## config.mk

```make
export PLATFORM = sky130hd
export DESIGN_NAME = router_fsm_flat
export DESIGN_NICKNAME = d
export VERILOG_FILES = /design/src/rtl/router_fsm_if.sv /design/src/rtl/router_fsm.sv /design/src/flat_wrapper.sv
export SDC_FILE = /design/constraint.sdc
export NUM_CORES = 1
export LEC_CHECK = 0
export CAP_MARGIN = 10
export CORE_AREA = 5 5 42 44
export DETAILED_ROUTE_END_ITERATION = 7
export DIE_AREA = 0 0 47 49
export PLACE_DENSITY_LB_ADDON = 0.15
export SLEW_MARGIN = 25
export SYNTH_ARGS = -nofsm -noshare
export SYNTH_HDL_FRONTEND = slang
export SYNTH_SLANG_ARGS = --single-unit
```

## constraint.sdc

```tcl
create_clock -name clk -period 1.7 [get_ports clk]
set_clock_uncertainty 0.05 [all_clocks]
set_input_delay 0.34 -clock clk [delete_from_list [all_inputs] [get_ports clk]]
set_output_delay 0.34 -clock clk [all_outputs]
set_load 0.05 [all_outputs]
```

## src/rtl/router_fsm_if.sv

```systemverilog
// Control bundle between the router FSM and its synchroniser/register neighbours.
// pkt_count exists only when ROUTER_FSM_PKT_CNT_EN is defined.
interface router_fsm_if #(
  parameter int ADDR_W = 2
);
  logic              pkt_valid;
  logic [ADDR_W-1:0] datain;
  logic              fifo_full;
  logic              fifo_empty_0;
  logic              fifo_empty_1;
  logic              fifo_empty_2;
  logic              soft_reset_0;
  logic              soft_reset_1;
  logic              soft_reset_2;
  logic              parity_done;
  logic              low_pkt_valid;
  logic              detect_add;
  logic              lfd_state;
  logic              ld_state;
  logic              laf_state;
  logic              full_state;
  logic              write_enb_reg;
  logic              rst_int_reg;
  logic              busy;
`ifdef ROUTER_FSM_PKT_CNT_EN
  logic [7:0]        pkt_count;
`endif

  modport master (
    output pkt_valid, datain, fifo_full, fifo_empty_0, fifo_empty_1, fifo_empty_2,
           soft_reset_0, soft_reset_1, soft_reset_2, parity_done, low_pkt_valid,
    input  detect_add, lfd_state, ld_state, laf_state, full_state, write_enb_reg,
           rst_int_reg, busy
`ifdef ROUTER_FSM_PKT_CNT_EN
    , input pkt_count
`endif
  );

  modport slave (
    input  pkt_valid, datain, fifo_full, fifo_empty_0, fifo_empty_1, fifo_empty_2,
           soft_reset_0, soft_reset_1, soft_reset_2, parity_done, low_pkt_valid,
    output detect_add, lfd_state, ld_state, laf_state, full_state, write_enb_reg,
           rst_int_reg, busy
`ifdef ROUTER_FSM_PKT_CNT_EN
    , output pkt_count
`endif
  );
endinterface

```

## src/rtl/router_fsm.sv

```systemverilog
// Packet-level controller of the 1x3 router: header decode, payload/parity load sequencing.
// Optional completed-packet counter enabled by ROUTER_FSM_PKT_CNT_EN.
module router_fsm #(
  parameter int              ADDR_W       = 2,
  parameter logic [ADDR_W-1:0] INVALID_ADDR = 2'b11
) (
  input  logic         clk,
  input  logic         resetn,
  router_fsm_if.slave  bus
);

  typedef enum logic [2:0] {
    DECODE_ADDRESS,
    WAIT_TILL_EMPTY,
    LOAD_FIRST_DATA,
    LOAD_DATA,
    FIFO_FULL_STATE,
    LOAD_AFTER_FULL,
    LOAD_PARITY,
    CHECK_PARITY_ERROR
  } state_t;

  state_t              state, state_nxt;
  logic [ADDR_W-1:0]   addr_q;
  logic [(1<<ADDR_W)-1:0] empty_vec, srst_vec;
  logic                addr_ok;
  logic                srst_sel;

  always_comb begin
    empty_vec    = '0;
    srst_vec     = '0;
    empty_vec[0] = bus.fifo_empty_0;
    empty_vec[1] = bus.fifo_empty_1;
    empty_vec[2] = bus.fifo_empty_2;
    srst_vec[0]  = bus.soft_reset_0;
    srst_vec[1]  = bus.soft_reset_1;
    srst_vec[2]  = bus.soft_reset_2;
  end

  assign addr_ok  = bus.pkt_valid && (bus.datain != INVALID_ADDR);
  assign srst_sel = srst_vec[addr_q];

  always_ff @(posedge clk or negedge resetn) begin
    if (!resetn) begin
      state  <= DECODE_ADDRESS;
      addr_q <= '0;
    end else begin
      state <= state_nxt;
      if (state == DECODE_ADDRESS && addr_ok)
        addr_q <= bus.datain;
    end
  end

  always_comb begin
    state_nxt = state;
    // Soft reset of the addressed port overrides every other transition.
    if (state != DECODE_ADDRESS && srst_sel) begin
      state_nxt = DECODE_ADDRESS;
    end else begin
      unique case (state)
        DECODE_ADDRESS:
          if (addr_ok)
            state_nxt = empty_vec[bus.datain] ? LOAD_FIRST_DATA : WAIT_TILL_EMPTY;
        WAIT_TILL_EMPTY:
          if (empty_vec[addr_q]) state_nxt = LOAD_FIRST_DATA;
        LOAD_FIRST_DATA:
          state_nxt = LOAD_DATA;
        LOAD_DATA:
          if (bus.fifo_full)       state_nxt = FIFO_FULL_STATE;
          else if (!bus.pkt_valid) state_nxt = LOAD_PARITY;
        FIFO_FULL_STATE:
          if (!bus.fifo_full) state_nxt = LOAD_AFTER_FULL;
        LOAD_AFTER_FULL:
          if (bus.parity_done)        state_nxt = DECODE_ADDRESS;
          else if (bus.low_pkt_valid) state_nxt = LOAD_PARITY;
          else                        state_nxt = LOAD_DATA;
        LOAD_PARITY:
          state_nxt = CHECK_PARITY_ERROR;
        CHECK_PARITY_ERROR:
          state_nxt = bus.fifo_full ? FIFO_FULL_STATE : DECODE_ADDRESS;
        default:
          state_nxt = DECODE_ADDRESS;
      endcase
    end
  end

  always_comb begin
    bus.detect_add    = (state == DECODE_ADDRESS);
    bus.lfd_state     = (state == LOAD_FIRST_DATA);
    bus.ld_state      = (state == LOAD_DATA);
    bus.laf_state     = (state == LOAD_AFTER_FULL);
    bus.full_state    = (state == FIFO_FULL_STATE);
    bus.write_enb_reg = (state == LOAD_DATA) || (state == LOAD_PARITY) ||
                        (state == LOAD_AFTER_FULL);
    bus.rst_int_reg   = (state == CHECK_PARITY_ERROR);
    bus.busy          = !((state == DECODE_ADDRESS) || (state == LOAD_DATA));
  end

`ifdef ROUTER_FSM_PKT_CNT_EN
  logic [7:0] pkt_cnt_q;

  always_ff @(posedge clk or negedge resetn) begin
    if (!resetn)
      pkt_cnt_q <= '0;
    else if (state == CHECK_PARITY_ERROR && state_nxt == DECODE_ADDRESS && !srst_sel)
      pkt_cnt_q <= pkt_cnt_q + 8'd1;
  end

  assign bus.pkt_count = pkt_cnt_q;
`endif

endmodule

```

## src/flat_wrapper.sv

```systemverilog
// flat-port wrapper written by rule: the top's interface ports become plain ports
module router_fsm_flat 
#(
  parameter int              ADDR_W       = 2,
  parameter logic [ADDR_W-1:0] INVALID_ADDR = 2'b11
)
  (clk, resetn, bus_pkt_valid, bus_datain, bus_fifo_full, bus_fifo_empty_0, bus_fifo_empty_1, bus_fifo_empty_2, bus_soft_reset_0, bus_soft_reset_1, bus_soft_reset_2, bus_parity_done, bus_low_pkt_valid, bus_detect_add, bus_lfd_state, bus_ld_state, bus_laf_state, bus_full_state, bus_write_enb_reg, bus_rst_int_reg, bus_busy);
  router_fsm_if #(.ADDR_W(ADDR_W)) bus_i ();
  input  logic clk;
  input  logic resetn;
  input wire logic [$bits(bus_i.pkt_valid)-1:0] bus_pkt_valid;
  input wire logic [$bits(bus_i.datain)-1:0] bus_datain;
  input wire logic [$bits(bus_i.fifo_full)-1:0] bus_fifo_full;
  input wire logic [$bits(bus_i.fifo_empty_0)-1:0] bus_fifo_empty_0;
  input wire logic [$bits(bus_i.fifo_empty_1)-1:0] bus_fifo_empty_1;
  input wire logic [$bits(bus_i.fifo_empty_2)-1:0] bus_fifo_empty_2;
  input wire logic [$bits(bus_i.soft_reset_0)-1:0] bus_soft_reset_0;
  input wire logic [$bits(bus_i.soft_reset_1)-1:0] bus_soft_reset_1;
  input wire logic [$bits(bus_i.soft_reset_2)-1:0] bus_soft_reset_2;
  input wire logic [$bits(bus_i.parity_done)-1:0] bus_parity_done;
  input wire logic [$bits(bus_i.low_pkt_valid)-1:0] bus_low_pkt_valid;
  output wire logic [$bits(bus_i.detect_add)-1:0] bus_detect_add;
  output wire logic [$bits(bus_i.lfd_state)-1:0] bus_lfd_state;
  output wire logic [$bits(bus_i.ld_state)-1:0] bus_ld_state;
  output wire logic [$bits(bus_i.laf_state)-1:0] bus_laf_state;
  output wire logic [$bits(bus_i.full_state)-1:0] bus_full_state;
  output wire logic [$bits(bus_i.write_enb_reg)-1:0] bus_write_enb_reg;
  output wire logic [$bits(bus_i.rst_int_reg)-1:0] bus_rst_int_reg;
  output wire logic [$bits(bus_i.busy)-1:0] bus_busy;
  assign bus_i.pkt_valid = bus_pkt_valid;
  assign bus_i.datain = bus_datain;
  assign bus_i.fifo_full = bus_fifo_full;
  assign bus_i.fifo_empty_0 = bus_fifo_empty_0;
  assign bus_i.fifo_empty_1 = bus_fifo_empty_1;
  assign bus_i.fifo_empty_2 = bus_fifo_empty_2;
  assign bus_i.soft_reset_0 = bus_soft_reset_0;
  assign bus_i.soft_reset_1 = bus_soft_reset_1;
  assign bus_i.soft_reset_2 = bus_soft_reset_2;
  assign bus_i.parity_done = bus_parity_done;
  assign bus_i.low_pkt_valid = bus_low_pkt_valid;
  assign bus_detect_add = bus_i.detect_add;
  assign bus_lfd_state = bus_i.lfd_state;
  assign bus_ld_state = bus_i.ld_state;
  assign bus_laf_state = bus_i.laf_state;
  assign bus_full_state = bus_i.full_state;
  assign bus_write_enb_reg = bus_i.write_enb_reg;
  assign bus_rst_int_reg = bus_i.rst_int_reg;
  assign bus_busy = bus_i.busy;
  router_fsm #(.ADDR_W(ADDR_W), .INVALID_ADDR(INVALID_ADDR)) u_core (.clk(clk), .resetn(resetn), .bus(bus_i));
endmodule
```

==> impl_results.md <==
* Slew @ Worst Pin at 0.2711 ns
* Worst-path clk slew at 0.05 ns
* Initial DRC count at 15
* Drt via density at 5.396
* Outcome: finished clean
* Fin. max-slew vios at 0
* Utilization after layout at 0.7107
* Crit path kind: flip-flop to primary output
* Sink Count at 5
* Syn. warnings at 0
* Register area share after synthesis at 0.2625
* Post-DP HPWL at 1122 um
* #FFs+latches synth at 5
* RePlAce Congestion at 0.7458
* ANT nets after route at 0
* Clock Latency Late Sink at 0.25 ns
* Htree depth at 1
* Pre-Repair DR Iteration Count at 4
* Startpoint Class: flip-flop
* Worst vdd ir at 0.001584 V
* Commonest non-fill, non-tap cell in the layout: clkdlybuf4s50_1
* WHS at 0.2731 ns
* Most frequent cells in the layout: clkdlybuf4s50_1 (13), buf_4 (12), buf_12 (8)
* Max-Cap Viols at 0
* M1 wire length at 680 um
* Fraction of final layout cells sized beyond drive strength 1 at 0.4632
* ANT cells at 0
* Slowest cell on crit path: dfrtp_2
* DRC viols at 0
* Mapped Cells at 56
* Worst Path Buf+Inv at 2
* Final setup margin at 0.01382 ns
* Setup violators final at 0
* Antenna violations before repair at 0
* I/O pin count at 22
* Worst path required time at 1.31 ns
* CP Capture Type: primary output
* Total grt overflow at 0
* Vias post-DR at 599
* Global-route wire length before repair at 2504 um
* I/O Buffers at 21
* Layout Nets at 110
* Worst Path Max Fanout at 6
* # rows at 14
* Leading area contributor after synthesis: dfrtp_1
* Unique cell type count in the Yosys netlist at 31
* Die Footprint at 2303 sq um
* Hold_buf cts at 0
* Top post-synthesis cells by area: dfrtp_1 (26%), mux2i_1 (6.3%), nand2_1 (5.5%)
* Max Clock Freq at 593.1 MHz
* DP Worst Slack at -0.09364 ns
* Hold Crit Class: input port to async pin
* Fillcell total at 107
* Fin. Hold Viols at 0
* Synth-to-Final Area Change at 108.9%
* Core Region at 1401 sq um
* Initial Utilization at 0.3402
* Number of global-route vias before repair at 579
* Post-Syn Nets at 70
* Shortest period the worst path allows at 1.686 ns
* Chip Width at 47 um
* Gr usage total at 0.1435
* Final Cycle Share at 0.9919
* Top Metal Used: met4
* Die height at 49 um
* Metal3 WL at 61 um
* Mapped Avg Cell Area at 8.513 sq um
* CTS tree: built
* Post-synth top area share at 0.2625
* Slew HR at 0.8191
* WP data arrival at 1.30 ns
* Post-detailed-route wirelength per cell at 14.46 um
* Post-synthesis cell area at 476.7 sq um
* Crit-path cells: buf_6, nor3b_4, buf_12
* Largest delay share family, worst path: flip-flops
* CTS max path bufs at 2
* WL met2 at 850 um
* Largest net degree at the start of global routing at 10
* Routed WL at 1605 um
* Leakage at 0.4199 nW
* Pwr/cell area at 2034 nW/um^2
* Worst path max stage delay at 0.47 ns
* Root Buffer: clkbuf_4
* CTS buffer count at 3
* RSZ-0062 raised after global routing: yes
==> cell families (layout without fill, tap and decap cells) <==
logic type / Yosys count / in the layout / synth area share
mux: 3 / 3 / 0.06299
flops: 5 / 5 / 0.2625
simple gates: 27 / 27 / 0.3544
buf+inv: 5 / 44 / 0.06037
compound gates: 16 / 16 / 0.2599
==> flip-flops by register name, indices dropped and copies added, names as in the netlist <==
signal         flops
u_core.state       3
u_core.addr_q      2
==> area by class of cell <==
class	count	area, sq um	share of cell area
Clock buffer	4	26.28	0.02638
Inverter	2	7.507	0.007538
Multi-Input combinational cell	46	376.6	0.3781
Sequential cell	5	128.9	0.1294
Tap cell	16	20.02	0.02010
Timing Repair Buffer	38	436.7	0.4384
==> per-stage QoR <==
| step | setup TNS, ns | instances | total power [mW] | cell area, sq um |
|---|---|---|---|---|
| after floorplan | -0.04548 | 56 | 1.091 | 513.0 |
| after global placement | -0.1274 | 100 | 1.661 | 877.1 |
| after detailed placement | -0.1895 | 100 | 1.669 | 877.1 |
| after CTS | -0.0006931 | 107 | 1.896 | 940.9 |
| after global routing | -0.06974 | 111 | 2.142 | 996.0 |
| final | 0 | 111 | 2.026 | 996.0 |
==> timing repair <==
item | 4_1_cts | 5_1_grt
setup buffers | 3 | 4
pin swaps | 0 | 5
gates resized for setup | 6 | 8
endpoints found under the setup margin | 6 | 7
==> worst paths after layout <==
check | end | depth (start not counted) | slack (ns) | startpoint
setup / recovery | bus_full_state | 3 | 0.01 | u_core.state[1]$_DFFE_PN0P_
hold / removal | u_core.state[2]$_DFFE_PN0P_ | 1 | 0.27 | resetn
setup reg to reg | u_core.state[0]$_DFFE_PN0P_ | 5 | 0.06 | u_core.state[0]$_DFFE_PN0P_
hold reg to reg | u_core.addr_q[0]$_DFFE_PN0P_ | 1 | 0.55 | u_core.addr_q[0]$_DFFE_PN0P_
max in group asynchronous | u_core.state[0]$_DFFE_PN0P_ | 1 | 1.11 | resetn
min in group clk | u_core.addr_q[0]$_DFFE_PN0P_ | 1 | 0.55 | u_core.addr_q[0]$_DFFE_PN0P_
==> Yosys cell counts (all sizes together) <==
| cell type | number |
|---|---|
| nor3 | 1 |
| o21ai | 1 |
| a21bo | 1 |
| nand2b | 2 |
| o2111ai | 1 |
| o221ai | 1 |
| inv | 2 |
| a21oi | 5 |
| nor4 | 1 |
| a31oi | 1 |
| a32oi | 1 |
| and3 | 2 |
| mux2i | 3 |
| nand4 | 1 |
| or3 | 1 |
| nor2 | 6 |
| o22a | 2 |
| nand2 | 7 |
| nand3 | 1 |
| nand3b | 1 |
| o2111a | 1 |
| o22ai | 1 |
| buf | 3 |
| a2bb2oi | 1 |
| and3b | 1 |
| nor3b | 2 |
| dfrtp | 5 |
| or2b | 1 |
==> report_power, final <==
group	internal (mW)	total (mW)	leakage [nW]	switching [mW]
clock network	0.0890	0.141	0.0150	0.0525
logic	0.824	1.58	0.347	0.756
registers	0.183	0.305	0.0584	0.122
total	1.10	2.03	0.420	0.930
==> metal layers <==
layer  global-route usage  vias to the layer above
met3              0.02583                        2
met1               0.1867                      290
met4              0.05530                        0
met2               0.2262                       14
li1                     -                      293
met5                    0                        -
Note: power is estimated with default switching activity, not from simulation.
